$ cat src/rtl/sr04_dist_proc.sv
// HC-SR04 back end: echo-fall detect, settled dis capture, sliding average, mm scaling, BCD.
// Optional proximity alarm with hysteresis when SR04_ALARM_EN is defined.
module sr04_dist_proc #(
  parameter int unsigned AVG_LOG2      = 2,
  parameter int unsigned SETTLE_CYC    = 64,
  parameter int unsigned TIMEOUT_CYC   = 1_500_000,
  parameter int unsigned ALARM_NEAR_MM = 300,
  parameter int unsigned ALARM_HYST_MM = 50
) (
  input  logic        clk,
  input  logic        rst,
  input  logic        echo,
  input  logic [12:0] dis,
  output logic [13:0] dist_mm,
  output logic [19:0] dist_bcd,
  output logic        dist_valid,
  output logic        timeout_err
`ifdef SR04_ALARM_EN
  ,
  output logic        alarm
`endif
);

  localparam int unsigned WIN     = 1 << AVG_LOG2;
  localparam int unsigned SUM_W   = 13 + AVG_LOG2;
  localparam int unsigned WP_W    = (AVG_LOG2 > 0) ? AVG_LOG2 : 1;
  localparam int unsigned CNT_MAX = (TIMEOUT_CYC > SETTLE_CYC) ? TIMEOUT_CYC : SETTLE_CYC;
  localparam int unsigned CNT_W   = $clog2(CNT_MAX + 1);

  typedef enum logic [2:0] {IDLE, HIGH, WAITLO, SETTLE, ACCUM, SCALE, CONV, DONE} state_t;
  state_t state, state_nx;

  logic              echo_s1, echo_s2, echo_s3;
  logic              rise, fall;
  logic [CNT_W-1:0]  cnt;
  logic              to_hit, st_hit;
  logic [3:0]        bit_cnt;
  logic [12:0]       dis_cap;
  logic [12:0]       win_buf [WIN];
  logic [WP_W-1:0]   wp;
  logic [AVG_LOG2:0] fill, fill_nx;
  logic [SUM_W-1:0]  sum;
  logic [12:0]       avg;
  logic [13:0]       mm_calc, mm_r, bin_sh;
  logic [19:0]       bcd_sh;
  logic [18:0]       bcd_adj;

  assign rise    = echo_s2 & ~echo_s3;
  assign fall    = ~echo_s2 & echo_s3;
  assign to_hit  = (cnt == CNT_W'(TIMEOUT_CYC - 1));
  assign st_hit  = (cnt == CNT_W'(SETTLE_CYC - 1));
  assign fill_nx = (fill == (AVG_LOG2+1)'(WIN)) ? fill : fill + 1'b1;
  assign avg     = 13'(sum >> AVG_LOG2);
  // 355/256 ~= 1.3867 mm per count; floor by dropping the fraction bits
  assign mm_calc = 14'((22'(avg) * 22'd355) >> 8);

  // Double-dabble add-3 on the four low digits; the top digit never exceeds 1.
  always_comb begin
    bcd_adj = bcd_sh[18:0];
    for (int i = 0; i < 4; i++)
      if (bcd_sh[4*i +: 4] >= 4'd5) bcd_adj[4*i +: 4] = bcd_sh[4*i +: 4] + 4'd3;
  end

  always_ff @(posedge clk) begin
    if (rst) state <= IDLE;
    else     state <= state_nx;
  end

  always_comb begin
    state_nx = state;
    case (state)
      IDLE:    if (rise) state_nx = HIGH;
      HIGH:    if (fall) state_nx = SETTLE;
               else if (to_hit) state_nx = WAITLO;
      WAITLO:  if (fall) state_nx = IDLE;
      SETTLE:  if (st_hit) state_nx = ACCUM;
      ACCUM:   state_nx = (fill_nx == (AVG_LOG2+1)'(WIN)) ? SCALE : IDLE;
      SCALE:   state_nx = CONV;
      CONV:    if (bit_cnt == 4'd13) state_nx = DONE;
      DONE:    state_nx = IDLE;
      default: state_nx = IDLE;
    endcase
  end

  always_ff @(posedge clk) begin
    if (rst) begin
      echo_s1     <= 1'b0;
      echo_s2     <= 1'b0;
      echo_s3     <= 1'b0;
      cnt         <= '0;
      bit_cnt     <= '0;
      dis_cap     <= '0;
      for (int i = 0; i < WIN; i++) win_buf[i] <= '0;
      wp          <= '0;
      fill        <= '0;
      sum         <= '0;
      mm_r        <= '0;
      bin_sh      <= '0;
      bcd_sh      <= '0;
      dist_mm     <= '0;
      dist_bcd    <= '0;
      dist_valid  <= 1'b0;
      timeout_err <= 1'b0;
`ifdef SR04_ALARM_EN
      alarm       <= 1'b0;
`endif
    end else begin
      echo_s1    <= echo;
      echo_s2    <= echo_s1;
      echo_s3    <= echo_s2;
      dist_valid <= 1'b0;
      case (state)
        IDLE: cnt <= '0;
        HIGH: begin
          if (fall)        cnt <= '0;
          else if (to_hit) timeout_err <= 1'b1;
          else             cnt <= cnt + 1'b1;
        end
        SETTLE: begin
          if (st_hit) dis_cap <= dis;
          else        cnt <= cnt + 1'b1;
        end
        ACCUM: begin
          // Oldest slot is replaced; zeroed slots make the partial-fill sum exact.
          sum         <= sum - SUM_W'(win_buf[wp]) + SUM_W'(dis_cap);
          win_buf[wp] <= dis_cap;
          wp          <= (wp == WP_W'(WIN - 1)) ? '0 : wp + 1'b1;
          fill        <= fill_nx;
        end
        SCALE: begin
          mm_r    <= mm_calc;
          bin_sh  <= mm_calc;
          bcd_sh  <= '0;
          bit_cnt <= '0;
        end
        CONV: begin
          bcd_sh  <= {bcd_adj, bin_sh[13]};
          bin_sh  <= {bin_sh[12:0], 1'b0};
          bit_cnt <= bit_cnt + 1'b1;
        end
        DONE: begin
          dist_mm     <= mm_r;
          dist_bcd    <= bcd_sh;
          dist_valid  <= 1'b1;
          timeout_err <= 1'b0;
`ifdef SR04_ALARM_EN
          if (mm_r < 14'(ALARM_NEAR_MM))                      alarm <= 1'b1;
          else if (mm_r >= 14'(ALARM_NEAR_MM + ALARM_HYST_MM)) alarm <= 1'b0;
`endif
        end
        default: ;
      endcase
    end
  end

endmodule

$ cat config.mk
export PLATFORM = sky130hd
export DESIGN_NAME = sr04_dist_proc
export DESIGN_NICKNAME = d
export VERILOG_FILES = /design/src/rtl/sr04_dist_proc.sv
export SDC_FILE = /design/constraint.sdc
export NUM_CORES = 1
export LEC_CHECK = 0
export CORE_ASPECT_RATIO = 0.8
export CORE_MARGIN = 4
export CORE_UTILIZATION = 30
export CTS_CLUSTER_SIZE = 28
export DETAILED_ROUTE_END_ITERATION = 12
export PLACE_DENSITY = 0.59
export SLEW_MARGIN = 40
export SYNTH_ARGS = -nofsm -noshare
export SYNTH_HDL_FRONTEND = slang
export SYNTH_SLANG_ARGS = --single-unit
$ cat constraint.sdc
create_clock -name clk -period 4.33 [get_ports clk]
set_clock_uncertainty 0.2 [all_clocks]
set_input_delay 0.6495 -clock clk [delete_from_list [all_inputs] [get_ports clk]]
set_output_delay 0.6495 -clock clk [all_outputs]
set_load 0.02 [all_outputs]
==> results.toml, run 1 <==
[placement]
gp_congestion = 0.886
placed_cells = 1790
dp_hpwl_um = 20700
port_buffers = 51

[logic_synthesis]
seq_area_frac_synth_pct = 39.0
synth.most_common_cell = "dfxtp_1"
synth_common_cells = "dfxtp_1 (150), inv_1 (140), nand2_1 (132)"
ys_ff_latch = 202
avgSynthCellArea_um2 = 9.26
synthArstFlopShare_pct = 0
synthTopCellsByArea = "dfxtp_1 (26%), edfxtp_1 (13%), ha_1 (10%)"
yosysUniqueCellTypes = 70
postSynthCellCount = 1264
synth_edf_count = 52
synth_nets = 1417
ys_warn_count = 0
syn-cell-area_mm2 = 0.0117
synth-main-ff-cell = "dfxtp_1"
yosysTopAreaCell = "dfxtp_1"
synth_top_area_share_pct = 25.6

[timing]
fin_crit_ns = 4.11
slew_headroom_pct = 47.6
fin_setup_tns_ns = 0
fmax_mhz = 243
setup_viol = 0
fin_crit_sh_pct = 95.0
finalHoldViolCount = 0
final_max_slew_viol_count = 0
worstMarginPinSlew_ns = 0.785

[floorplanning]
rows = 64
die_h_um = 185
design.portCount = 52
initial_core_util_pct = 30.5
core_area_mm2 = 0.0384
die_x_um = 229
die-area_mm2 = 0.0423

[critical_path]
r2r_cells = 14
cp-start-kind = "register"
end_kind = "register"
r2r_setup_slack_ns = 0.22
path_class = "register to register"
required_ns = 4.55
crit_path_max_fanout = 5
reg2reg_from = "sum[4]"
r2r-end = "mm_r[13]"
critical_path_arrival_ns = 4.33

[clock_network]
cts.clk_slew.worst_paths_ns = 0.06
post_cts_buffers = 0
numCtsBuffers = 24
htree_levels = 1
clockBufferDepth = 3
insertion_delay_ns = 0.52
cts.sinks = 202
cts_tree = "done"
cts_root_buffer = "clkbuf_16"

[routing]
drt_iter0_markers = 596
drcViolationCount = 0
antenna_left = 0
dr.pass1.iters = 4
vias = 9149
via_per_inst = 4.99
wl_per_cell_um = 15.3
wl_um = 28100

[cells_and_area]
drive_gt1_share_pct = 9.04
regArea_mm2 = 0.00457
fill_cells = 3838
diodes = 0
areaGrowthSynthToFinish_pct = 17.3
multi_input_area_mm2 = 0.00645
nets = 1474
fin_cells = 1834

[global_routing]
grt_max_degree = 63
gr-total-overflow = 0
grt_pass1_vias = 8909
grt_first_pass_wirelength_um = 46400
grtUsageTotal_pct = 13.1
grt_antenna_before_repair = 0

[power_and_ir_drop]
power.density_mw_per_mm2 = 324
ir_drop_uv = 211
leakagePower_uw = 0.00543

[hold_path]
min_path_cells = 1
hold_end = "echo_s2"
hp-start = "echo_s1"
hold_path_class = "register to register"

[status]
status = "finished clean"

[job]
maxCapViolCount = 0
==> power breakdown <==
group | total [µW] | leakage [µW] | switching [µW] | internal (µW)
Clock | 1970 | 0.000387 | 787 | 1180
Sequential | 2020 | 0.00175 | 52.0 | 1970
Combinational | 463 | 0.00330 | 291 | 172
Total | 4460 | 0.00543 | 1130 | 3330
==> worst max-delay path, cell delays in order, from the launching register on <==
cell and delay, ns:
dfxtp_1 0.31, buf_4 0.15, ha_1 0.31, fa_1 0.49
fa_1 0.55, inv_1 0.05, fa_1 0.52, inv_1 0.04
ha_1 0.30, inv_1 0.06, a211o_1 0.31, a21o_1 0.24
a21oi_2 0.14, o21ai_0 0.09, a32o_1 0.27
==> worst max-delay path by stage <==
stage	startpoint	end	slack [ns]	depth (start not counted)
floorplan	sum[9]	mm_r[13]	0.13	13
global placement	sum[3]	bin_sh[10]	0.14	16
detailed placement	sum[3]	mm_r[10]	0.01	16
CTS	sum[3]	mm_r[10]	0.03	16
global route	sum[3]	bin_sh[12]	-0.0004	16
finish	sum[4]	mm_r[13]	0.22	14
==> placed cells by master, fill, tap and decap left out, types with 9 or more instances in the layout <==
cell / instances
mux4_2: 13
clkbuf_16: 24
nor4_1: 16
fa_1: 39
xor2_1: 10
xnor2_1: 17
nor3_1: 19
nand2_1: 131
nand4_1: 14
buf_4: 37
mux2i_1: 21
a21o_1: 13
nor2_1: 84
o21ai_0: 22
clkdlybuf4s50_1: 50
inv_1: 140
ha_1: 96
nand3_1: 37
and2_1: 34
a22oi_1: 23
nor2b_1: 10
dfxtp_1: 148
or3_1: 13
o21ai_1: 19
and3_1: 14
nand2b_1: 9
edfxtp_1: 52
a21oi_1: 109
a211oi_1: 10
==> registers in the layout, indices dropped and copies added (netlist names), 4 cells and up, named ones only <==
name      flops
win_buf      52
cnt          21
bcd_sh       20
dist_bcd     20
sum          15
bin_sh       14
dist_mm      14
mm_r         14
dis_cap      13
bit_cnt       4
==> repair_timing <==
| action | in CTS | in global routing |
|---|---|---|
| gates resized for setup | 0 | 18 |
| hold buffers | 0 | 0 |
| setup endpoints to repair | 0 | 19 |
==> metal layers <==
layer  vias up  GRT usage [%]  share of wire [%]
met4         0           2.70                1.5
met1      4425           19.1                 50
li1       4519              -                  -
met3        34           2.09                4.3
met5         -              0                  0
met2       171           20.8                 44
==> per-stage QoR <==
step | hold slack [ns] | util (%) | area (µm²) | total power, µW | worst slack, ns
2_1_floorplan | 0.214 | - | 11700 | 2390 | 0.132
3_3_place_gp | 0.242 | 33.5 | 12900 | 2510 | 0.143
3_5_place_dp | 0.248 | 33.5 | 12900 | 2520 | 0.0141
4_1_cts | 0.255 | 35.6 | 13600 | 4500 | 0.0345
5_1_grt | 0.271 | 35.8 | 13700 | 4660 | -0.000400
6_report | 0.252 | 35.8 | 13700 | 4460 | 0.218
==> cells by family (layout without fill, tap and decap cells) <==
| logic type | after synthesis | count (layout) | share of synthesized area [%] |
|---|---|---|---|
| simple gates | 408 | 408 | 17.3 |
| compound gates | 257 | 257 | 13.5 |
| flops | 202 | 202 | 39.0 |
| buf+inv | 199 | 274 | 6.81 |
| fa+ha+maj | 137 | 137 | 17.1 |
| mux | 34 | 34 | 4.30 |
| xor+xnor | 27 | 27 | 2.02 |
==> final cells by class <==
| type | count | share of cell area (%) |
|---|---|---|
| sequential | 202 | 33.2 |
| clock inverter | 9 | 0.601 |
| tap | 495 | 4.51 |
| timing repair buffer | 87 | 5.66 |
| clock buffer | 35 | 5.11 |
| multi-input combinational | 863 | 47.0 |
| inverter | 143 | 3.91 |
(Power assumes the default switching activity.)
==> run 2: changes to the inputs <==
Settings changed: PLACE_DENSITY 0.59 to 0.57.
Clock period 4.33 ns to 4.15 ns, I/O delays scaled along.
==> run 2 against run 1 <==
- final cell count grew 1.3%
- critical endpoint unchanged
- power grew 5.8%
- design area is 2.1% higher
- non-clock buffer count increased by 23
- critical path type unchanged
==> results.toml, run 2 (synthesis results as in run 1) <==
[status]
status = "finished clean"

[clock_network]
cts.sinks = 202
clockBufferDepth = 3
cts.clk_slew.worst_paths_ns = 0.06
insertion_delay_ns = 0.54
cts_tree = "done"
cts_root_buffer = "clkbuf_16"
numCtsBuffers = 25
post_cts_buffers = 0
htree_levels = 1

[routing]
via_per_inst = 4.92
vias = 9148
wl_um = 28400
antenna_left = 0
drt_iter0_markers = 564
wl_per_cell_um = 15.3
drcViolationCount = 0
dr.pass1.iters = 5

[critical_path]
crit_path_max_fanout = 6
end_kind = "register"
critical_path_arrival_ns = 4.22
cpPeakStageDelay_ns = 0.55
crit_path_top_delay_cell = "fa_1"
required_ns = 4.37
path_class = "register to register"
crit_chain = "buf_4, ha_1, ha_1, inv_1, fa_1, fa_1, inv_1, ha_4, o2111ai_4, a211o_1, a21o_1, a21oi_2, o21ai_1, a32o_1"
cp-start-kind = "register"

[hold_path]
hold_path_class = "register to register"

[cells_and_area]
regArea_mm2 = 0.00457
drive_gt1_share_pct = 11.6
layout_commonest_cell = "dfxtp_1"
reg.largest.list = "win_buf (52), cnt (21)"
largest_reg_flops = 52
fill_cells = 3837
mostFrequentLayoutCells = "dfxtp_1 (145), inv_1 (138), nand2_1 (131), a21oi_1 (107), ha_1 (90)"
areaGrowthSynthToFinish_pct = 19.8
multi_input_area_mm2 = 0.00656
regMostFlops = "win_buf"
diodes = 0
nets = 1498

[global_routing]
grt_antenna_before_repair = 0
grt_first_pass_wirelength_um = 46900
gr-total-overflow = 0
grt_max_degree = 56
grtUsageTotal_pct = 13.3
grt_pass1_vias = 9059

[timing]
holdWs_ns = 0.250
fin_crit_sh_pct = 96.4
fin_crit_ns = 4.00
fmax_mhz = 250
worstMarginPinSlew_ns = 0.802
setup_viol = 0
rsz0062_at_grt = "true"
finalHoldViolCount = 0
slew_headroom_pct = 46.5
final_max_slew_viol_count = 0

[floorplanning]
core_area_mm2 = 0.0384
rows = 64
die_x_um = 229
die_h_um = 185
die-area_mm2 = 0.0423
design.portCount = 52
initial_core_util_pct = 30.5

[job]
maxCapViolCount = 0

[placement]
port_buffers = 51
gp_congestion = 0.847
dp_hpwl_um = 20500

[power_and_ir_drop]
ir_drop_uv = 315
fin_total_pwr_uw = 4710
leakagePower_uw = 0.00553
power.density_mw_per_mm2 = 336
## run 2: cell count changes in the layout (fill, tap and decap cells not counted), moves of 3 or more
cell and delta:
dfxtp_1 -3, dfxtp_2 +3, clkbuf_1 +3, clkbuf_8 -3
buf_4 +23, ha_4 +6, ha_1 -6
## run 2: cell type report
type	instances	share of cell area, %
clock inverters	9	0.616
well taps	495	4.42
clock buffers	36	4.97
flip-flops and latches	202	32.6
multi-input cells	863	46.8
repair buffers	110	6.78
inverters	143	3.83
## run 2: layer usage
layer,vias to the layer above,share of wire (%),global-route usage (%)
met4,0,1.8,2.80
li1,4553,-,-
met3,33,4.5,2.47
met1,4414,50,19.0
met5,-,0,0
met2,148,44,21.0
## run 2: through the flow
stage / setup TNS, ns / instances / instance area, µm² / setup slack, ns / utilization, %
global placement: -0.0213 / 1813 / 13000 / -0.0209 / 34.0
floorplan: 0 / 1264 / 11700 / 0.0118 / -
finish: 0 / 1858 / 14000 / 0.150 / 36.6
CTS: 0 / 1858 / 13900 / 0.00716 / 36.1
detailed placement: -0.341 / 1813 / 13000 / -0.0939 / 34.0
global route: -0.0224 / 1858 / 14000 / -0.0114 / 36.6
## run 2: power by group
group          internal [µW]  switching [µW]
combinational            203             324
clock                   1230             847
sequential              2060            51.0
## run 2: worst max-delay path, delay by kind of cell, from the launching register on
kind / cells / cell delay (ns)
adders and majority gates: 5 / 1.87
DFF: 1 / 0.31
buffers and inverters: 3 / 0.31
AOI/OAI and AO/OA: 6 / 1.19
## run 2: path summary, 6_finish.rpt
kind	from	end	slack, ns	cells past startpoint
max	sum[8]	mm_r[13]	0.15	14
min	dist_mm[5]	dist_mm[5]	0.25	2
max reg2reg	sum[8]	mm_r[13]	0.15	14
min reg2reg	dist_mm[5]	dist_mm[5]	0.25	2
## run 2: what timing repair did
action	CTS	global route
endpoints found under the hold margin	0	0
setup endpoints to repair	7	22
hold buffers	0	0
pin swaps	4	22
gates resized for setup	7	29
==> run 3: changes to the inputs <==
Settings changed: CELL_PAD_IN_SITES_DETAIL_PLACEMENT set to 1, CELL_PAD_IN_SITES_GLOBAL_PLACEMENT set to 1, PLACE_DENSITY 0.57 to 0.69.
Clock period 4.15 ns to 3.55 ns, I/O delays scaled along.
==> run 3 against run 2 <==
- via count grew 5.5%
- largest power group unchanged
- the flow now finishes with violations (setup timing)
- combinational power grew 36%
- sequential share of layout area shrank 1.7 points
- clock-buffer cell count shrank 1
- design area grew 6.0%
==> results.toml, run 3 (synthesis results as in run 1) <==
[timing]
fin_crit_sh_pct = 113
final_max_slew_viol_count = 0
fin_crit_ns = 4.01
fmax_mhz = 249
fin_setup_tns_ns = -8.77
setup_viol = 25
fin_ws_ns = -0.464
slew_headroom_pct = 44.8
rsz0062_at_grt = "true"
worstMarginPinSlew_ns = 0.827
finalHoldViolCount = 0

[global_routing]
grtUsageTotal_pct = 15.4
grt_first_pass_wirelength_um = 53700
grt_pass1_vias = 10176
use_met1_pct = 21.5
top_usage_layer = "met2"
grt_antenna_before_repair = 0
grt_max_degree = 39
grtUsageMet2_pct = 25.6
gr-total-overflow = 0
met3_usage_pct = 1.99

[clock_network]
cts_tree = "done"
numCtsBuffers = 24
cts.sinks = 202
htree_levels = 1
insertion_delay_ns = 0.55
cts_root_buffer = "clkbuf_16"
cts.clk_slew.worst_paths_ns = 0.06
cts_hold_repair.buffers = 0
clockBufferDepth = 3

[cells_and_area]
layout_commonest_cell = "dfxtp_1"
regArea_mm2 = 0.00460
reg.largest.list = "win_buf (52), cnt (21)"
multi_input_area_mm2 = 0.00693
areaGrowthSynthToFinish_pct = 27.0
fill_cells = 4321
fin_area_mm2 = 0.0149
diodes = 0
nets = 1556
mostFrequentLayoutCells = "dfxtp_1 (140), inv_1 (133), nand2_1 (129), buf_4 (113), a21oi_1 (99)"
largest_reg_flops = 52
drive_gt1_share_pct = 19.9
final_util_pct = 38.8
regMostFlops = "win_buf"

[routing]
vias = 9653
antenna_left = 0
drcViolationCount = 0
via_per_inst = 5.04
drt_iter0_markers = 459
wl_per_cell_um = 17.4
wl_um = 33400
dr.pass1.iters = 4

[job]
maxCapViolCount = 0

[power_and_ir_drop]
fin_total_pwr_uw = 5550
ir_drop_uv = 348
power.density_mw_per_mm2 = 373
leakagePower_uw = 0.00583

[critical_path]
cp-start-kind = "register"
end_kind = "register"
crit_path_max_fanout = 4
required_ns = 3.76
path_class = "register to register"
critical_path_arrival_ns = 4.22

[status]
status = "finished with violations"
violations = "setup timing"

[floorplanning]
die_x_um = 229
design.portCount = 52
rows = 64
core_area_mm2 = 0.0384
initial_core_util_pct = 30.5
die_h_um = 185
die-area_mm2 = 0.0423

[placement]
dp_hpwl_um = 23900
dpl_cell_area_mm2 = 0.0136
port_buffers = 51
gp_congestion = 0.823

[hold_path]
hold_path_class = "register to register"
run 3: cell count changes in the layout (fill, tap and decap cells not counted), sizes merged:
cell	change
buf	+59
clkbuf	-1
inv	-1
run 3: repair_timing:
action / 4_1_cts / 5_1_grt
pin swaps: 23 / 29
setup buffers: 10 / 7
setup endpoints to repair: 33 / 35
gates resized for setup: 31 / 49
gates cloned: 0 / 0
run 3: routing by layer:
layer | part of all wire [%] | routed length, µm
met5 | 0 | 0
met4 | 1.9 | 631
met3 | 4.1 | 1370
met2 | 46 | 15400
met1 | 48 | 16000
run 3: final cells by class:
cell class              count  area share, %
clock inverters             8          0.597
well taps                 495           4.17
multi-input cells         863           46.6
clock buffers              35           4.52
repair buffers            169           9.58
flip-flops and latches    202           30.9
inverters                 143           3.61
run 3: path summary, 6_finish.rpt:
| kind | start | end | slack [ns] | depth (start not counted) |
|---|---|---|---|---|
| min | mm_r[2] | dist_mm[2] | 0.24 | 2 |
| max | sum[5] | mm_r[13] | -0.46 | 15 |
| max reg2reg | sum[5] | mm_r[13] | -0.46 | 15 |
| min reg2reg | mm_r[2] | dist_mm[2] | 0.24 | 2 |
run 3: stage by stage:
stage          hold WS (ns)  setup slack, ns  instances
6_report              0.244           -0.464       1915
5_1_grt               0.255           -0.639       1915
4_1_cts               0.232           -0.457       1910
3_5_place_dp          0.246           -0.431       1857
3_3_place_gp          0.244           -0.341       1857
2_1_floorplan         0.214           -0.253       1264
run 3: report_power, final:
part	total [µW]	switching [µW]	internal (µW)
Sequential	2460	63.9	2400
Combinational	715	424	291
Clock	2370	985	1390
run 3: critical path, cell delays in order (launching register included):
cell	delay, ns
dfxtp_4	0.35
ha_4	0.26
inv_2	0.03
fa_1	0.47
inv_1	0.05
fa_1	0.47
inv_1	0.05
fa_1	0.49
inv_2	0.05
ha_4	0.24
a21oi_2	0.16
a21o_1	0.23
a21o_1	0.19
a21oi_2	0.07
or3_1	0.31
a32o_1	0.25
